## src/rtl/program_loader.sv

```systemverilog
// program_loader: byte-stream loader that assembles little-endian words and writes IM/DM, then hands off to the core on GO.
// Optional block checksum byte enabled by defining LOADER_CHECKSUM_EN.
module program_loader #(
    parameter int ADDRESS_WIDTH = 11,
    parameter int DATA_WIDTH    = 32
) (
    input  logic                     clk,
    input  logic                     rst,
    input  logic                     in_valid,
    input  logic [7:0]               in_data,
    output logic                     in_ready,
    input  logic                     reload,
    output logic                     loading,
    output logic                     im_cen_load,
    output logic                     im_wen_load,
    output logic                     im_oen_load,
    output logic [ADDRESS_WIDTH-1:0] im_addr_load,
    output logic [DATA_WIDTH-1:0]    im_datain_load,
    output logic                     dm_cen_load,
    output logic                     dm_wen_load,
    output logic                     dm_oen_load,
    output logic [ADDRESS_WIDTH-1:0] dm_addr_load,
    output logic [DATA_WIDTH-1:0]    dm_datain_load,
    output logic                     err
);
    localparam logic [2:0] S_HDR   = 3'd0;
    localparam logic [2:0] S_DATA  = 3'd1;
    localparam logic [2:0] S_WRITE = 3'd2;
    localparam logic [2:0] S_RUN   = 3'd3;
    localparam logic [2:0] S_CSUM  = 3'd4;

    logic [2:0]               r_state;
    logic [1:0]               r_bcnt;
    logic [23:0]              r_buf;
    logic                     r_dm;
    logic [ADDRESS_WIDTH-1:0] r_addr;
    logic [ADDRESS_WIDTH-1:0] r_left;
    logic [ADDRESS_WIDTH-1:0] r_im_addr;
    logic [ADDRESS_WIDTH-1:0] r_dm_addr;
    logic [DATA_WIDTH-1:0]    r_im_data;
    logic [DATA_WIDTH-1:0]    r_dm_data;
    logic                     r_err;
`ifdef LOADER_CHECKSUM_EN
    logic [7:0]               r_csum;
`endif

    logic                  w_fire;
    logic                  w_last;
    logic                  w_wr;
    logic [DATA_WIDTH-1:0] w_word;

    assign in_ready = (r_state == S_HDR) || (r_state == S_DATA) || (r_state == S_CSUM);
    assign w_fire   = in_valid && in_ready;
    assign w_last   = w_fire && (r_bcnt == 2'd3) && (r_state != S_CSUM);
    // bytes shift in from the top, so after three bytes r_buf holds {b2,b1,b0}
    assign w_word   = {in_data, r_buf};
    assign w_wr     = r_state == S_WRITE;

    assign loading        = r_state != S_RUN;
    assign im_cen_load    = !(w_wr && !r_dm);
    assign im_wen_load    = !(w_wr && !r_dm);
    assign im_oen_load    = 1'b1;
    assign dm_cen_load    = !(w_wr && r_dm);
    assign dm_wen_load    = !(w_wr && r_dm);
    assign dm_oen_load    = 1'b1;
    assign im_addr_load   = r_im_addr;
    assign im_datain_load = r_im_data;
    assign dm_addr_load   = r_dm_addr;
    assign dm_datain_load = r_dm_data;
    assign err            = r_err;

    always_ff @(posedge clk or posedge rst) begin
        if (rst) begin
            r_state   <= S_HDR;
            r_bcnt    <= 2'd0;
            r_buf     <= '0;
            r_dm      <= 1'b0;
            r_addr    <= '0;
            r_left    <= '0;
            r_im_addr <= '0;
            r_dm_addr <= '0;
            r_im_data <= '0;
            r_dm_data <= '0;
            r_err     <= 1'b0;
`ifdef LOADER_CHECKSUM_EN
            r_csum    <= 8'd0;
`endif
        end else begin
            if (w_fire && r_state != S_CSUM) begin
                r_bcnt <= r_bcnt + 2'd1;
                r_buf  <= {in_data, r_buf[23:8]};
            end
`ifdef LOADER_CHECKSUM_EN
            // the first header byte restarts the running block checksum
            if (w_fire)
                r_csum <= (r_state == S_HDR && r_bcnt == 2'd0) ? in_data : r_csum ^ in_data;
`endif
            case (r_state)
                S_HDR: if (w_last) begin
                    if (|(w_word & 32'h3800_F800))
                        r_err <= 1'b1;
                    if (w_word[30]) begin
                        r_state <= S_RUN;
                    end else begin
                        r_dm    <= w_word[31];
                        r_addr  <= w_word[ADDRESS_WIDTH-1:0];
                        r_left  <= w_word[16 +: ADDRESS_WIDTH];
                        r_state <= S_DATA;
                    end
                end
                S_DATA: if (w_last) begin
                    if (r_dm) begin
                        r_dm_addr <= r_addr;
                        r_dm_data <= w_word;
                    end else begin
                        r_im_addr <= r_addr;
                        r_im_data <= w_word;
                    end
                    r_state <= S_WRITE;
                end
                S_WRITE: begin
                    r_addr <= r_addr + 1'b1;
                    if (r_left == '0) begin
`ifdef LOADER_CHECKSUM_EN
                        r_state <= S_CSUM;
`else
                        r_state <= S_HDR;
`endif
                    end else begin
                        r_left  <= r_left - 1'b1;
                        r_state <= S_DATA;
                    end
                end
                S_RUN: if (reload) r_state <= S_HDR;
`ifdef LOADER_CHECKSUM_EN
                S_CSUM: if (w_fire) begin
                    if ((r_csum ^ in_data) != 8'd0)
                        r_err <= 1'b1;
                    r_state <= S_HDR;
                end
`endif
                default: r_state <= S_HDR;
            endcase
        end
    end
endmodule

```

## config.mk

```make
export PLATFORM = sky130hd
export DESIGN_NAME = program_loader
export DESIGN_NICKNAME = d
export VERILOG_FILES = /design/src/rtl/program_loader.sv
export SDC_FILE = /design/constraint.sdc
export NUM_CORES = 1
export LEC_CHECK = 0
export CORE_MARGIN = 5
export CORE_UTILIZATION = 52
export DETAILED_ROUTE_END_ITERATION = 10
export PLACE_DENSITY_LB_ADDON = 0.05
export SLEW_MARGIN = 20
export SYNTH_ARGS = -nofsm -noshare
export SYNTH_HDL_FRONTEND = slang
export SYNTH_SLANG_ARGS = --single-unit
```

## constraint.sdc

```tcl
create_clock -name clk -period 7.3 [get_ports clk]
set_input_delay 0.73 -clock clk [delete_from_list [all_inputs] [get_ports clk]]
set_output_delay 0.73 -clock clk [all_outputs]
set_load 0.02 [all_outputs]
```

Word level (Yosys, flattened, before mapping)
Cells that the tools add are included.

Input port bits: 12. Register bits: 139. Output and inout port bits: 95. Word-level logic and storage cells: 63.

Reductions and logical operators: 22. Mux-type cells: 13. Bitwise operators: 2. Eq/ne operators: 12. Add/sub/neg operators: 3.

Operators with widths (count): $mux 11 (5); $pmux 11 s2 (2); $reduce_and 3->1 (6); $pmux 3 s4 (1); $add 11x1->11 const B (1); $logic_not 11->1 (1); $sub 11x1->11 const B (1); $ne 2x2->1 const B (5); $mux 3 (3); $reduce_or 8->1 (1); $eq 3x2->1 const B (2); $logic_and 1x1->1 (6); $reduce_and 4->1 (1); $eq 3x1->1 const B (1); $eq 3x3->1 const B (1); $logic_not 1->1 (3); $logic_not 3->1 (1); $ne 3x2->1 const B (1); $ne 3x3->1 const B (1); $add 2x1->2 const B (1); $eq 2x2->1 const B (1); $logic_or 1x1->1 (2); $mux 2 (1); $not 1->1 (2); other kinds (2) (2).

Logic depth before layout (Yosys ltp)
Depth after elaboration: 8. Mapped depth: 7. Depth with buffers taken out: 6.

Least setup slack after synthesis
No wires, ideal clock.

Path kind: reg-to-output. From: register r_state[1]. To: output port im_wen_load. Stages on the path, launching flop included: 6. Data arrival time: 1.213 ns. Setup slack: 5.357 ns. Required time: 6.570 ns. Path buffers: 3. Path through: dfrtp_1 -> buf_6 -> and2b_4 -> buf_2 -> nand2b_1 -> buf_4.

Cells in the longest elaborated chain, start to end: 3.

Ends and longest elaborated chain: start, declared (RTL line 32) `logic [2:0] r_state;`; start signal, assigned (RTL line 74) `r_state <= S_HDR;`; start signal, assigned (RTL line 103) `r_state <= S_RUN;`; start signal, assigned (RTL line 108) `r_state <= S_DATA;`; $eq 3x2->1 (RTL line 57) `assign w_wr = r_state == S_WRITE;`; $logic_and 1x1->1; $logic_not 1->1; end, declared (RTL line 15) `output logic im_wen_load,`.

Every way passes these cells.

Worst setup path after layout
From: register r_state[0]. To: output port dm_cen_load.

Cells in the longest elaborated chain, start to end: 3.

Ends and longest elaborated chain: $eq 3x2->1 (RTL line 57); $logic_and 1x1->1 (RTL line 63) `assign dm_cen_load = !(w_wr && r_dm);`; $logic_not 1->1 (RTL line 63); end, declared (RTL line 19) `output logic dm_cen_load,`.

Every way passes these cells.

==> results.json <==
{
  "status": "finished, final reports clean",
  "place_congestion": 0.845,
  "timing.final.hold_violations": 0,
  "die_w_um": 118,
  "synth_top_family_by_area": "multiplexers",
  "min_to": "r_bcnt[0]$_DFFE_PP0P_",
  "synthCells": 437,
  "cp-start-kind": "flip-flop",
  "synth_common_cells": "138 x dfrtp_1, 71 x mux2_2, 38 x mux2_4",
  "cts_tree": "built",
  "setup_viol_count_final": 0,
  "cp_top_family": "simple AND/OR/NAND/NOR gates",
  "slew_headroom_pct": 37.5,
  "yosysSeqAreaShare_pct": 57.2,
  "chipHeight_um": 118,
  "fin_nets": 556,
  "cts_root_buffer": "clkbuf_16",
  "crit_type": "flip-flop to output pin",
  "cts_max_path_buffers": 2,
  "synth.distinct_cells": 57,
  "p_seq_share_pct": 38.6,
  "placed_area_um2": 7100,
  "path_clk_slew_ps": 50,
  "reg2regPathDepth": 4,
  "synth-xor-area-share_pct": 0.145,
  "cts_hold_buf": 0,
  "slowest_delay_ps": 560,
  "drc": 0,
  "synth_mux_area_share_pct": 23.1,
  "period_needed_ps": 2770,
  "combPwrFrac_pct": 38.5,
  "crit_slowest_cell": "clkdlybuf4s50_1",
  "grt_first_pass_wirelength_um": 22300,
  "antenna_found_initial": 0,
  "synth_async_sr_flop_share_pct": 100,
  "core_area_um2": 11400,
  "yosys-top-cells-area": "dfrtp_1 57%, mux2_2 13%, mux2_4 9.5%",
  "syn2layout_area_growth_pct": 27.5,
  "synth_top_area_share_pct": 57.2,
  "cp_num_buf_inv": 1,
  "power.density_nw_per_um2": 480,
  "wl_per_cell_um": 19.2,
  "yosys.area_share.simple_pct": 8.44,
  "syn-cell-area_um2": 6030,
  "p_int_mw": 2.42,
  "r2r_end": "dm_datain_load[18]$_DFFE_PP0P_",
  "synth_seq_cells": 138,
  "htreeDepth": 4,
  "cp-end-kind": "output pin",
  "fin_setup_tns_ps": 0,
  "drtIter0Drc": 207,
  "synth_edf_count": 0,
  "clock_latency_ps": 420,
  "fill_cells": 841,
  "layout-drive-gt1-share_pct": 28.1,
  "grt_max_degree": 76,
  "cellLeakagePower_nw": 3.42,
  "path_max_fanout": 16,
  "synth_fa_ha_area_share_pct": 0.829,
  "fin_area_um2": 7690,
  "dp_cells": 663,
  "drtPass1Iterations": 4,
  "fin_cells": 694,
  "avgSynthCellArea_um2": 13.8,
  "diodes": 0,
  "clkPwrFrac_pct": 22.9,
  "hp-class": "flip-flop to flip-flop",
  "synthFlopType": "dfrtp_1",
  "io_pins": 107,
  "r2r_start": "r_bcnt[0]$_DFFE_PP0P_",
  "num_rows": 39,
  "cp.arrival_ps": 2040,
  "fmax_mhz": 361,
  "slew_violations": 0,
  "final.period_utilization_pct": 38.0,
  "worst_pin_slew_ps": 938,
  "post-dp-hpwl_um": 9000,
  "synth_warnings": 0,
  "die_area_um2": 13900,
  "routed_wl_um": 13300,
  "viasPerCell": 5.63,
  "cts.sinks": 138,
  "peakVddDrop_mv": 0.305,
  "yosysTopAreaCell": "dfrtp_1",
  "cts_buffers": 17,
  "synth_compound_area_share_pct": 6.59,
  "fin_skew_ps": 6.18,
  "grt_setup_unrepaired": "false",
  "grt.overflow.total": 0,
  "vias": 3908,
  "ctsResizeCount": 0,
  "r2r_setup_slack_ps": 4970,
  "crit_path_cell_trace": "and2b_4 > nand2_1 > clkdlybuf4s50_1",
  "port_buffers": 104,
  "postCtsSetupBuffers": 0,
  "crit_required_ps": 6570,
  "grt_use_total_pct": 20.2,
  "hold_path_depth": 1,
  "maxCapViolCount": 0,
  "ant_nets": 0,
  "swShare_pct": 34.4,
  "min_from": "r_bcnt[0]$_DFFE_PP0P_",
  "grt_pass1_vias": 4212,
  "yosysMostFrequentCell": "dfrtp_1",
  "start_util_pct": 52.8,
  "p_switching_mw": 1.27
}
sequential cells by signal, indices dropped and copies added, names as in the netlist:
| register | cells |
|---|---|
| dm_datain_load | 32 |
| r_state | 2 |
| err | 1 |
| r_bcnt | 2 |
| r_buf | 24 |
| r_dm | 1 |
| r_addr | 11 |
| r_left | 11 |
| im_addr_load | 11 |
| dm_addr_load | 11 |
| im_datain_load | 32 |
metal layers:
layer / up-vias / wire length, um / track usage, %
li1: 1775 / - / -
met1: 1988 / 5820 / 25.0
met2: 122 / 6410 / 32.6
met3: 23 / 720 / 5.86
met4: 0 / 371 / 9.39
met5: - / 0 / 0
per-stage QoR:
step | util [%] | worst slack (ps) | total power [mW] | hold WS (ps)
4_1_cts | 67.2 | 4320 | 3.73 | 482
2_1_floorplan | - | 2870 | 2.22 | 448
3_5_place_dp | 62.2 | 3860 | 2.87 | 471
6_report | 67.4 | 4530 | 3.69 | 480
5_1_grt | 67.4 | 4430 | 3.90 | 507
3_3_place_gp | 62.2 | 3950 | 2.82 | 463
how the worst max path moves through the flow:
stage	startpoint	endpoint	slack, ps	cells after the start
2_1_floorplan	rst	dm_addr_load[0]$_DFFE_PP0P_	2870	1
3_3_place_gp	in_valid	im_datain_load[25]$_DFFE_PP0P_	3950	5
3_5_place_dp	in_valid	im_datain_load[28]$_DFFE_PP0P_	3860	5
4_1_cts	in_valid	im_datain_load[28]$_DFFE_PP0P_	4320	5
5_1_grt	r_state[0]$_DFFE_PP0P_	dm_cen_load	4430	3
6_report	r_state[0]$_DFFE_PP0P_	dm_cen_load	4530	3
cell type report:
cell class	instances	area [um2]	area share (%)
clock buffer	22	454	5.91
clock inverter	8	121	1.58
inverter	6	27.5	0.358
multi-input combinational	268	2370	30.9
sequential	138	3450	44.9
tap	143	179	2.33
timing repair buffer	109	1080	14.1
worst reg2reg max path, cell delays in order (launching register included):
cell	delay, ps
dfrtp_1	360
ha_1	280
and3b_2	290
nand3_4	680
mux2_4	610
cells in the final DEF (no fill, tap or decap), types with 4 or more instances in the layout:
cell,Yosys,routed
mux2_2,71,71
nor3_1,7,7
ha_1,4,4
nand2_1,22,22
buf_4,5,4
nand2b_1,4,4
a21oi_1,17,17
clkdlybuf4s50_1,0,104
inv_1,6,5
dfrtp_1,138,138
clkbuf_16,0,17
nor2_1,19,19
clkbuf_1,1,4
nor4_1,5,5
mux2_4,38,38
nand3_1,6,6
nand4_1,4,4
o21ai_0,17,17
power by group through the flow:
| stage | clock network [mW] | logic, mW | registers (mW) |
|---|---|---|---|
| after floorplan | 0 | 0.632 | 1.59 |
| after global placement | 0 | 1.40 | 1.42 |
| after detailed placement | 0 | 1.43 | 1.44 |
| after CTS | 0.860 | 1.44 | 1.43 |
| after global routing | 0.899 | 1.52 | 1.47 |
| final | 0.846 | 1.42 | 1.42 |
kinds of logic after synthesis:
family / Yosys count
DFF: 138
adders and majority gates: 4
AOI/OAI and AO/OA: 63
xor gates and xnor gates: 1
muxes: 111
and+or+nand+nor: 87
other: 1
buffers and inverters: 32
(Power assumes the default switching activity.)
